### src/rtl/uart_tx.sv
// uart_tx: 8N1 serial transmitter with a small transmit FIFO.
// Writes are taken on a rising edge of the software-held tx_wr level.
// Frames are sent back-to-back while the FIFO holds data.
// The line output comes straight from a flop.
module uart_tx #(
  parameter int freq_hz    = 25000000,
  parameter int baud       = 115200,
  parameter int fifo_depth = 4
) (
  input  logic       clk,
  input  logic       reset,
  input  logic [7:0] tx_data,
  input  logic       tx_wr,
  output logic       uart_txd,
  output logic       tx_busy,
  output logic       tx_full,
  output logic       tx_overrun
);

  localparam int DIV = freq_hz / baud;
  localparam int CW  = (DIV > 1) ? $clog2(DIV) : 1;
  localparam int AW  = $clog2(fifo_depth);
  localparam logic [CW-1:0] CNT_LAST = CW'(DIV - 1);
  localparam logic [AW:0]   DEPTH    = (AW + 1)'(fifo_depth);

  typedef enum logic [1:0] {S_IDLE, S_START, S_DATA, S_STOP} state_t;

  state_t        r_state;
  logic [CW-1:0] r_cnt;
  logic [2:0]    r_bit;
  logic [7:0]    r_shift;
  logic          r_txd;
  logic          r_pending;
  logic          r_wr_prev;
  logic          r_wr_armed;
  logic          r_overrun;
  logic [AW-1:0] r_wr_ptr;
  logic [AW-1:0] r_rd_ptr;
  logic [AW:0]   r_count;
  logic [7:0]    r_mem [fifo_depth];

  logic       w_wr_rise;
  logic       w_empty;
  logic       w_full;
  logic       w_baud_end;
  logic       w_pop;
  logic       w_push;
  logic       w_drop;
  logic [2:0] w_bit_next;

  // r_wr_armed stays low after reset until tx_wr has been seen low,
  // so a level already high at reset release is not taken as a new write.
  assign w_wr_rise  = tx_wr & ~r_wr_prev & r_wr_armed;
  assign w_empty    = (r_count == '0);
  assign w_full     = (r_count == DEPTH);
  assign w_baud_end = (r_cnt == CNT_LAST);
  // Pop either from IDLE (one cycle before START) or at the final
  // clock of STOP, so consecutive frames have no idle gap between them.
  assign w_pop      = ~w_empty & (((r_state == S_IDLE) & ~r_pending) |
                                  ((r_state == S_STOP) & w_baud_end));
  // A pop in the same cycle frees a slot, so a write is accepted
  // even when the FIFO is currently full.
  assign w_push     = w_wr_rise & (~w_full | w_pop);
  assign w_drop     = w_wr_rise & ~w_push;
  assign w_bit_next = r_bit + 3'd1;

  assign uart_txd   = r_txd;
  assign tx_busy    = (r_state != S_IDLE) | r_pending | ~w_empty;
  assign tx_full    = w_full;
  assign tx_overrun = r_overrun;

  // Sample tx_wr for rising-edge detection.
  always_ff @(posedge clk) begin
    if (reset) begin
      r_wr_prev  <= 1'b0;
      r_wr_armed <= 1'b0;
    end else begin
      r_wr_prev <= tx_wr;
      if (!tx_wr) r_wr_armed <= 1'b1;
    end
  end

  // FIFO storage: write port only, with no reset, so it can map to RAM.
  always_ff @(posedge clk) begin
    if (w_push) r_mem[r_wr_ptr] <= tx_data;
  end

  // FIFO pointers and occupancy, plus the dropped-write pulse.
  always_ff @(posedge clk) begin
    if (reset) begin
      r_wr_ptr  <= '0;
      r_rd_ptr  <= '0;
      r_count   <= '0;
      r_overrun <= 1'b0;
    end else begin
      if (w_push) r_wr_ptr <= r_wr_ptr + AW'(1);
      if (w_pop)  r_rd_ptr <= r_rd_ptr + AW'(1);
      case ({w_push, w_pop})
        2'b10:   r_count <= r_count + (AW + 1)'(1);
        2'b01:   r_count <= r_count - (AW + 1)'(1);
        default: r_count <= r_count;
      endcase
      r_overrun <= w_drop;
    end
  end

  // Frame sequencer; r_txd is loaded with the level for the state being entered.
  always_ff @(posedge clk) begin
    if (reset) begin
      r_state   <= S_IDLE;
      r_cnt     <= '0;
      r_bit     <= '0;
      r_shift   <= '0;
      r_txd     <= 1'b1;
      r_pending <= 1'b0;
    end else begin
      case (r_state)
        S_IDLE: begin
          r_txd <= 1'b1;
          if (r_pending) begin
            r_state   <= S_START;
            r_cnt     <= '0;
            r_txd     <= 1'b0;
            r_pending <= 1'b0;
          end else if (w_pop) begin
            r_shift   <= r_mem[r_rd_ptr];
            r_pending <= 1'b1;
          end
        end
        S_START: begin
          if (w_baud_end) begin
            r_state <= S_DATA;
            r_cnt   <= '0;
            r_bit   <= '0;
            r_txd   <= r_shift[0];
          end else begin
            r_cnt <= r_cnt + CW'(1);
          end
        end
        S_DATA: begin
          if (w_baud_end) begin
            r_cnt <= '0;
            if (r_bit == 3'd7) begin
              r_state <= S_STOP;
              r_txd   <= 1'b1;
            end else begin
              r_bit <= w_bit_next;
              r_txd <= r_shift[w_bit_next];
            end
          end else begin
            r_cnt <= r_cnt + CW'(1);
          end
        end
        S_STOP: begin
          if (w_baud_end) begin
            r_cnt <= '0;
            if (w_pop) begin
              r_shift <= r_mem[r_rd_ptr];
              r_state <= S_START;
              r_txd   <= 1'b0;
            end else begin
              r_state <= S_IDLE;
              r_txd   <= 1'b1;
            end
          end else begin
            r_cnt <= r_cnt + CW'(1);
          end
        end
        default: begin
          r_state <= S_IDLE;
          r_txd   <= 1'b1;
        end
      endcase
    end
  end

endmodule

### config.mk
export PLATFORM = sky130hd
export DESIGN_NAME = uart_tx
export DESIGN_NICKNAME = d
export VERILOG_FILES = /design/src/rtl/uart_tx.sv
export SDC_FILE = /design/constraint.sdc
export NUM_CORES = 1
export LEC_CHECK = 0
export ABC_AREA = 1
export CELL_PAD_IN_SITES_DETAIL_PLACEMENT = 1
export CELL_PAD_IN_SITES_GLOBAL_PLACEMENT = 2
export CORE_MARGIN = 3
export CORE_UTILIZATION = 30
export DETAILED_ROUTE_END_ITERATION = 6
export GPL_ROUTABILITY_DRIVEN = 0
export PLACE_DENSITY = 0.73
export SKIP_CTS_REPAIR_TIMING = 1
export SLEW_MARGIN = 20
export SYNTH_ARGS = -nofsm -noshare
export SYNTH_HDL_FRONTEND = slang
export SYNTH_SLANG_ARGS = --single-unit
### constraint.sdc
create_clock -name clk -period 1.88 [get_ports clk]
set_input_delay 0.376 -clock clk [delete_from_list [all_inputs] [get_ports clk]]
set_output_delay 0.376 -clock clk [all_outputs]
set_load 0.03 [all_outputs]
==> results.toml, run 1 <==
[cells_and_area]
fin_util_pct = 39.32
drive_gt1_share_pct = 25.20
antenna_cells = 0
final_nets = 401
layout_commonest_cell = "nor2_1"
mostFrequentLayoutCells = "nor2_1 (55), dfxtp_1 (32), edfxtp_1 (32)"
area_growth_pct = 25.56

[logic_synthesis]
synth-seq-cells = 67
synth_flop_cell = "dfxtp_1"
async_reset_ff_share_pct = 0
seq_area_frac_synth_pct = 53.55
synth.avg_cell_area_um2 = 9.518
syn_nets = 351
netlist_area_mm2 = 0.003103
yosysWarnings = 0
synthCells = 326
synth-edff-count = 32
yosysUniqueCellTypes = 39

[timing]
rsz0062_at_grt = "true"
relSlewSlack_pct = 66.93
setup_violations = 1
period_minus_slack_ns = 1.884
hold_slack_ns = 0.4754
tightest_slew_ns = 0.4956
worst_slack_ns = -0.003929
fmax_mhz = 530.8
skew_ns = 0.007297
final-max-slew-violation-count = 0
finalCritPeriodShare_pct = 100.2
hold_viol_final = 0
fin_tns_setup_ns = -0.003929

[worst_hold_path]
min_path_cells = 2
min_from = "r_wr_armed"
hp-class = "reg -> reg"
min_to = "r_wr_armed"

[clock_tree]
cts_buffers = 9
worstSkewPairLatency_ns = 0.34
htreeDepth = 3
cts_tree = "done"
clkTransAtPathRegs_ns = 0.08
cts_sinks = 67
clockBufferDepth = 2
cts_root_buf = "clkbuf_8"

[power]
pwr-share-comb_pct = 45.5
sw_frac_of_total_pct = 40.35
ir_worst_vdd_mv = 0.4815
clock_power_share_pct = 20.6
p_per_area_mw_per_mm2 = 1387
leakage_uw = 0.001509
p_seq_share_pct = 34.0
p_int_uw = 3224
p_switching_uw = 2181

[global_routing]
grt_pass1_vias = 2427
antenna_found_initial = 0
grt_util_met3_pct = 3.059
grt_first_pass_wirelength_mm = 11.58
grt_busiest_layer = "met2"
grt_overflow = 0
grt_max_degree = 17
gr-usage-met2_pct = 21.80
use_met1_pct = 15.61
track_usage_pct = 12.70

[critical_path]
critPathCaptureType = "register"
worstReg2RegStart = "r_state[0]"
critical_path.max_fanout = 4
critPathLaunchType = "register"
reg2regPathDepth = 12
r2r_end = "r_count[2]"
criticalPathCategory = "reg -> reg"
cp.arrival_ns = 2.12
cp.required_ns = 2.12
r2r_slack_ns = -0.004

[detailed_routing]
routed_via_density = 4.551
num_vias = 2339
drt_pass1_iterations = 4
detail-route-antenna-nets = 0
wirelength_mm = 6.812
drc = 0
wl_per_cell_um = 13.25
drt-initial-drc-count = 52

[floorplan]
initial_utilization_pct = 31.31
io_pins = 15
fp.coreArea_mm2 = 0.009910
dieWidth_um = 107.7
row_count = 36
die_h_um = 107.7
die-area_mm2 = 0.01160

[job]
drv_cap = 0

[place]
io_buffers = 14
hpwl_mm = 5.094
dp_worst_setup_slack_ns = -0.09737

[run_status]
status = "finished, violations left"
violations = "setup timing"
flip-flops by register name (all words and copies together), names as in the netlist, named ones only:
register,count
r_count,3
r_wr_armed,1
r_wr_ptr,2
r_mem,32
tx_overrun,1
r_shift,8
r_pending,1
r_cnt,8
r_state,2
r_bit,3
uart_txd,1
r_wr_prev,1
r_rd_ptr,2
worst max-delay path: stages (launching register included):
cell	delay, ns
dfxtp_4	0.37
inv_4	0.06
ha_4	0.14
inv_4	0.04
nor2_4	0.13
inv_4	0.06
a21oi_4	0.17
nand2_2	0.09
fa_2	0.36
inv_2	0.06
nand4_2	0.11
a21oi_2	0.13
nor2_1	0.05
kinds of logic after synthesis:
group	count (synthesis)	share of synthesized area [%]
compound gates	60	11.69
xor+xnor	3	0.8469
fa+ha+maj	14	5.887
buf+inv	44	5.927
flops	67	53.55
simple gates	138	22.10
synth_stat cells (2+ instances only):
cell      count  area, µm²
o21ai_2       2      17.52
nand3_1      14      70.07
o21ai_0      25      125.1
nand2_2       8      50.05
nor3_1        8      40.04
nand2_1      30      112.6
o32ai_1       8      70.07
o21ai_1       5      25.02
a21oi_2       2      17.52
buf_2         3      15.01
a21oi_1      14      70.07
dfxtp_1      35      700.7
edfxtp_1     32      960.9
nor3_2        4      40.04
inv_1        33      123.9
nor2_1       60      225.2
xor2_1        2      17.52
nand4_1       2      12.51
inv_2         2      7.510
nand2_4       2      22.52
ha_1         13      162.7
nor2_4        5      56.30
how the worst max path moves through the flow:
stage,start,end,slack [ns],cells past startpoint
2_1_floorplan,r_state[1],r_mem[0][0],-0.03,10
3_3_place_gp,tx_wr,r_count[2],-0.04,10
3_5_place_dp,tx_wr,r_mem[0][6],-0.1,8
4_1_cts,r_state[0],tx_busy,-0.34,6
5_1_grt,r_state[0],r_count[2],-0.12,13
6_report,r_state[0],r_count[2],-0.004,12
power groups by stage:
stage / Clock (µW) / Combinational (µW) / Sequential, µW
after floorplan: 0 / 1550 / 1850
after global placement: 0 / 2190 / 1850
after detailed placement: 0 / 2240 / 1860
after CTS: 1150 / 2260 / 1830
after global routing: 1230 / 2770 / 1860
final: 1110 / 2460 / 1840
final cells by class:
| type | count | area, µm² |
|---|---|---|
| flip-flops and latches | 67 | 1668 |
| fillers | 1131 | 6013 |
| well taps | 133 | 166.4 |
| multi-input cells | 215 | 1324 |
| clock inverters | 7 | 58.81 |
| clock buffers | 9 | 123.9 |
| repair buffers | 46 | 409.1 |
| inverters | 37 | 146.4 |
layer usage:
layer  share of wire (%)  vias to the layer above
li1                    -                     1201
met1                  46                     1109
met2                  50                       24
met3                 2.9                        5
met4                0.69                        0
met5                   0                        -
metrics by stage:
| stage | instance area [µm²] | total power, µW | cells |
|---|---|---|---|
| CTS | 3775 | 5236 | 508 |
| floorplan | 3120 | 3398 | 326 |
| global route | 3896 | 5858 | 514 |
| detailed placement | 3592 | 4102 | 492 |
| finish | 3896 | 5405 | 514 |
| global placement | 3592 | 4044 | 492 |
No activity file was read; power rests on OpenSTA's default activity.
==> run 2: changes to the inputs <==
- PLACE_DENSITY: 0.73 -> 0.7
- clock period: 1.88 -> 1.9 ns (I/O delays scaled with it)
==> run 2 against run 1 <==
Effect of this change:
- the flow still finishes with violations (setup timing)
- utilization about the same
- cell area about the same
- highest routed layer unchanged
- sequential cell count unchanged
- clock power up 4%
- via count up 1.2%
- combinational power down 3%
- largest power group unchanged
- wire length down 0.90%
- largest cell class unchanged
- power down 0.84%
==> results.toml, run 2 (synthesized netlist as in run 1, its figures left out) <==
[power]
p_switching_uw = 2181
p_seq_share_pct = 33.8
leakage_uw = 0.001510
p_int_uw = 3178
power_uw = 5360
pwr-share-comb_pct = 44.7
clock_power_share_pct = 21.5
sw_frac_of_total_pct = 40.70
p_per_area_mw_per_mm2 = 1376
ir_worst_vdd_mv = 0.5487

[floorplan]
die_h_um = 107.7
die-area_mm2 = 0.01160
dieWidth_um = 107.7
fp.coreArea_mm2 = 0.009910
initial_utilization_pct = 31.31
io_pins = 15
row_count = 36

[critical_path]
cp.arrival_ns = 2.17
criticalPathCategory = "reg -> reg"
critical_path.max_fanout = 2
r2r_slack_ns = -0.02
cp.required_ns = 2.15
critPathLaunchType = "register"
critPathCaptureType = "register"

[clock_tree]
cts_root_buf = "clkbuf_8"
clockBufferDepth = 2
cts_buffers = 9
htreeDepth = 3
cts_tree = "done"
clkTransAtPathRegs_ns = 0.09
worstSkewPairLatency_ns = 0.36
cts_sinks = 67

[place]
dpl-instance-area_mm2 = 0.003598
io_buffers = 14
dp_cells = 493
hpwl_mm = 5.046

[timing]
period_minus_slack_ns = 1.923
tightest_slew_ns = 0.4840
final-max-slew-violation-count = 0
worst_slack_ns = -0.02333
fmax_mhz = 519.9
finalCritPeriodShare_pct = 101.2
setup_violations = 1
skew_ns = 0.01506
relSlewSlack_pct = 67.70
hold_viol_final = 0
rsz0062_at_grt = "true"

[cells_and_area]
regMostFlops = "r_mem"
finalNonFillerCells = 515
antenna_cells = 0
reg_top3 = "r_mem x32, r_cnt x8, r_shift x8"
final_nets = 402
stdcell_area_mm2 = 0.003894
area_growth_pct = 25.48
largest_reg_flops = 32
drive_gt1_share_pct = 25.65
layout_commonest_cell = "nor2_1"
mostFrequentLayoutCells = "nor2_1 (56), edfxtp_1 (32), dfxtp_1 (31)"

[global_routing]
grt_first_pass_wirelength_mm = 11.75
grt_pass1_vias = 2457
grt_max_degree = 17
grt_overflow = 0
antenna_found_initial = 0
track_usage_pct = 12.92

[detailed_routing]
drt_pass1_iterations = 4
routed_via_density = 4.596
wl_per_cell_um = 13.11
drt-initial-drc-count = 74
wirelength_mm = 6.751
detail-route-antenna-nets = 0
num_vias = 2367
drc = 0

[worst_hold_path]
hp-class = "reg -> reg"

[run_status]
status = "finished, violations left"
violations = "setup timing"

[job]
drv_cap = 0
-- run 2: worst paths after layout --
check / depth (start not counted) / to / startpoint
worst max-delay path: 12 / r_count[2] / r_cnt[0]
worst min-delay path: 2 / r_rd_ptr[1] / r_rd_ptr[1]
worst max register to register: 12 / r_count[2] / r_cnt[0]
worst min register to register: 2 / r_rd_ptr[1] / r_rd_ptr[1]
-- run 2: metal layers --
metal	wire length (µm)	up-vias	track usage, %	share of wire (%)
met4	108	0	5.410	1.6
li1	-	1202	-	-
met2	3337	25	21.71	49
met1	3125	1131	16.05	46
met5	0	-	0	0
met3	180	9	2.699	2.7
-- run 2: stage by stage --
step | utilization, % | setup TNS [ns] | setup WS, ns | hold WS [ns]
floorplan | - | -0.5545 | -0.02397 | 0.4361
global placement | 36.31 | -0.04342 | -0.04342 | 0.4447
detailed placement | 36.31 | -0.3858 | -0.1218 | 0.4659
CTS | 38.22 | -0.6629 | -0.3496 | 0.4854
global route | 39.29 | -0.1892 | -0.1355 | 0.5109
finish | 39.29 | -0.02333 | -0.02333 | 0.4791
-- run 2: power groups by stage --
stage / Sequential (µW) / Clock, µW / Combinational, µW
floorplan: 1830 / 0 / 1530
global placement: 1830 / 0 / 2220
detailed placement: 1830 / 0 / 2280
CTS: 1800 / 1210 / 2290
global route: 1840 / 1270 / 2740
finish: 1810 / 1150 / 2390
-- run 2: area by class of cell --
| cell class | instances | area, µm² |
|---|---|---|
| timing repair buffer | 47 | 405.4 |
| multi-input combinational | 215 | 1320 |
| sequential | 67 | 1669 |
| tap | 133 | 166.4 |
| clock inverter | 7 | 65.06 |
| clock buffer | 9 | 123.9 |
| fill | 1162 | 6016 |
| inverter | 37 | 143.9 |
-- run 2: critical path, cell delays in order, from the launching register on --
cell	delay, ns
dfxtp_2	0.33
inv_2	0.07
ha_4	0.13
nand2_4	0.05
nor2_4	0.12
nand3_4	0.09
a21oi_4	0.15
nand2_2	0.09
fa_2	0.40
inv_2	0.08
nand4_4	0.10
a21oi_2	0.15
nor2_1	0.04
==> run 3: changes to the inputs <==
- CAP_MARGIN: not set -> 5
- CORE_UTILIZATION: 30 -> 38
- PLACE_DENSITY: 0.7 -> not set
- PLACE_DENSITY_LB_ADDON: not set -> 0.15
==> run 3 against run 2 <==
Effect of this change:
- maximum frequency grew 0.95%
- highest routed layer unchanged
- setup slack gained 0.018 ns
- sequential share of layout area down 0.11 points
- critical path depth did not move
- the run still ends with setup timing left
- utilization up 11 points
- power increased by 4.7%
- sequential power about the same
- clock skew down 0.0072 ns
- critical endpoint unchanged
- critical path type unchanged
==> results.toml, run 3 (synthesized netlist as in run 1, its figures left out) <==
[cells_and_area]
final_nets = 406
multi_input_comb_area_mm2 = 0.001308
antenna_cells = 0
largest_reg_flops = 32
fill_cells = 904
finalNonFillerCells = 488
reg_top3 = "r_mem x32, r_cnt x8, r_shift x8"
layout.area.seq_mm2 = 0.001667
layout_commonest_cell = "nor2_1"
stdcell_area_mm2 = 0.003897
drive_gt1_share_pct = 25.13
area_growth_pct = 25.60
mostFrequentLayoutCells = "nor2_1 (55), dfxtp_1 (33), buf_4 (32), edfxtp_1 (32), nand2_1 (30)"
regMostFlops = "r_mem"

[detailed_routing]
wirelength_mm = 6.847
detail-route-antenna-nets = 0
drt-initial-drc-count = 98
num_vias = 2354
routed_via_density = 4.824
wl_per_cell_um = 14.03
drc = 0
drt_pass1_iterations = 4

[floorplan]
die-area_mm2 = 0.009286
die_h_um = 96.37
initial_utilization_pct = 39.74
io_pins = 15
dieWidth_um = 96.37
row_count = 32
fp.coreArea_mm2 = 0.007807

[timing]
skew_ns = 0.007869
period_minus_slack_ns = 1.905
fmax_mhz = 524.9
rsz0062_at_grt = "true"
tightest_slew_ns = 0.5077
final-max-slew-violation-count = 0
relSlewSlack_pct = 66.12
finalCritPeriodShare_pct = 100.3
hold_viol_final = 0
setup_violations = 1
worst_slack_ns = -0.005174

[critical_path]
path_cells = "inv_4 -> ha_4 -> inv_4 -> nor2_4 -> inv_4 -> a21oi_4 -> nand2_2 -> fa_2 -> inv_2 -> nand4_4 -> a21oi_2 -> nor2_1"
criticalPathCategory = "reg -> reg"
path_common_cell = "inv_4"
critPathCaptureType = "register"
cp.arrival_ns = 2.15
cpMaxStageDelayCell = "dfxtp_4"
max_stage_delay_ns = 0.36
worstReg2RegStart = "r_state[0]"
reg2regPathDepth = 12
critPathLaunchType = "register"
cp.required_ns = 2.15
setup.worst_path.start = "r_state[0]"
critical_path.max_fanout = 5

[clock_tree]
cts_sinks = 67
clkTransAtPathRegs_ns = 0.08
cts_tree = "done"
clockBufferDepth = 2
htreeDepth = 3
worstSkewPairLatency_ns = 0.35
cts_root_buf = "clkbuf_8"
cts_buffers = 9

[run_status]
status = "finished, violations left"
violations = "setup timing"

[global_routing]
grt_max_degree = 17
track_usage_pct = 16.04
antenna_found_initial = 0
grt_overflow = 0
grt_first_pass_wirelength_mm = 11.16
grt_pass1_vias = 2365

[place]
io_buffers = 14
dpl-instance-area_mm2 = 0.003577
hpwl_mm = 4.860
dp_cells = 466

[power]
ir_worst_vdd_mv = 0.5285
leakage_uw = 0.001541
p_per_area_mw_per_mm2 = 1440
power_uw = 5611

[worst_hold_path]
min_path_cells = 2
min_from = "r_rd_ptr[1]"
hp-class = "reg -> reg"

[job]
drv_cap = 0
-- run 3: final cells by class --
class	instances	share of cell area, %
Clock buffer	9	3.178
Clock inverter	7	2.343
Inverter	37	3.756
Multi-Input combinational cell	215	33.55
Sequential cell	67	42.76
Tap cell	102	3.274
Timing Repair Buffer	51	11.14
-- run 3: worst paths after layout --
check	to	slack (ns)
max reg2reg	r_count[2]	-0.005
min	register	0.48
max	r_count[2]	-0.005
min reg2reg	register	0.48
-- run 3: power breakdown --
group          internal, µW  switching (µW)  total, µW  leakage, µW
combinational          1010            1470       2480     0.000854
clock                   737             580       1320     0.000111
sequential             1690             125       1810     0.000576
total                  3440            2170       5610      0.00154
-- run 3: layer usage --
layer  GRT usage [%]  part of all wire [%]  vias to the layer above
met5               0                     0                        -
met4           6.776                   1.4                        0
met3           4.300                   2.9                        8
met2           25.82                    50                       26
met1           20.27                    46                     1110
li1                -                     -                     1210
-- run 3: critical path, delay by kind of cell (launching register included) --
family / cells / cell delay (ns)
flip-flops: 1 / 0.36
adder cells (fa/ha/maj): 2 / 0.50
buffers and inverters: 4 / 0.25
AND/OR/NAND/NOR: 4 / 0.38
AO/OA/AOI/OAI: 2 / 0.30
-- run 3: per-stage QoR --
step | util, % | setup WS, ns | hold WS [ns] | TNS, ns
3_5_place_dp | 45.82 | -0.04187 | 0.4632 | -0.05575
3_3_place_gp | 45.82 | 0.001629 | 0.4485 | 0
5_1_grt | 49.92 | -0.1328 | 0.5050 | -1.065
6_report | 49.92 | -0.005174 | 0.4763 | -0.005174
4_1_cts | 48.57 | -0.3694 | 0.4760 | -0.5411
2_1_floorplan | - | -0.02397 | 0.4361 | -0.5545
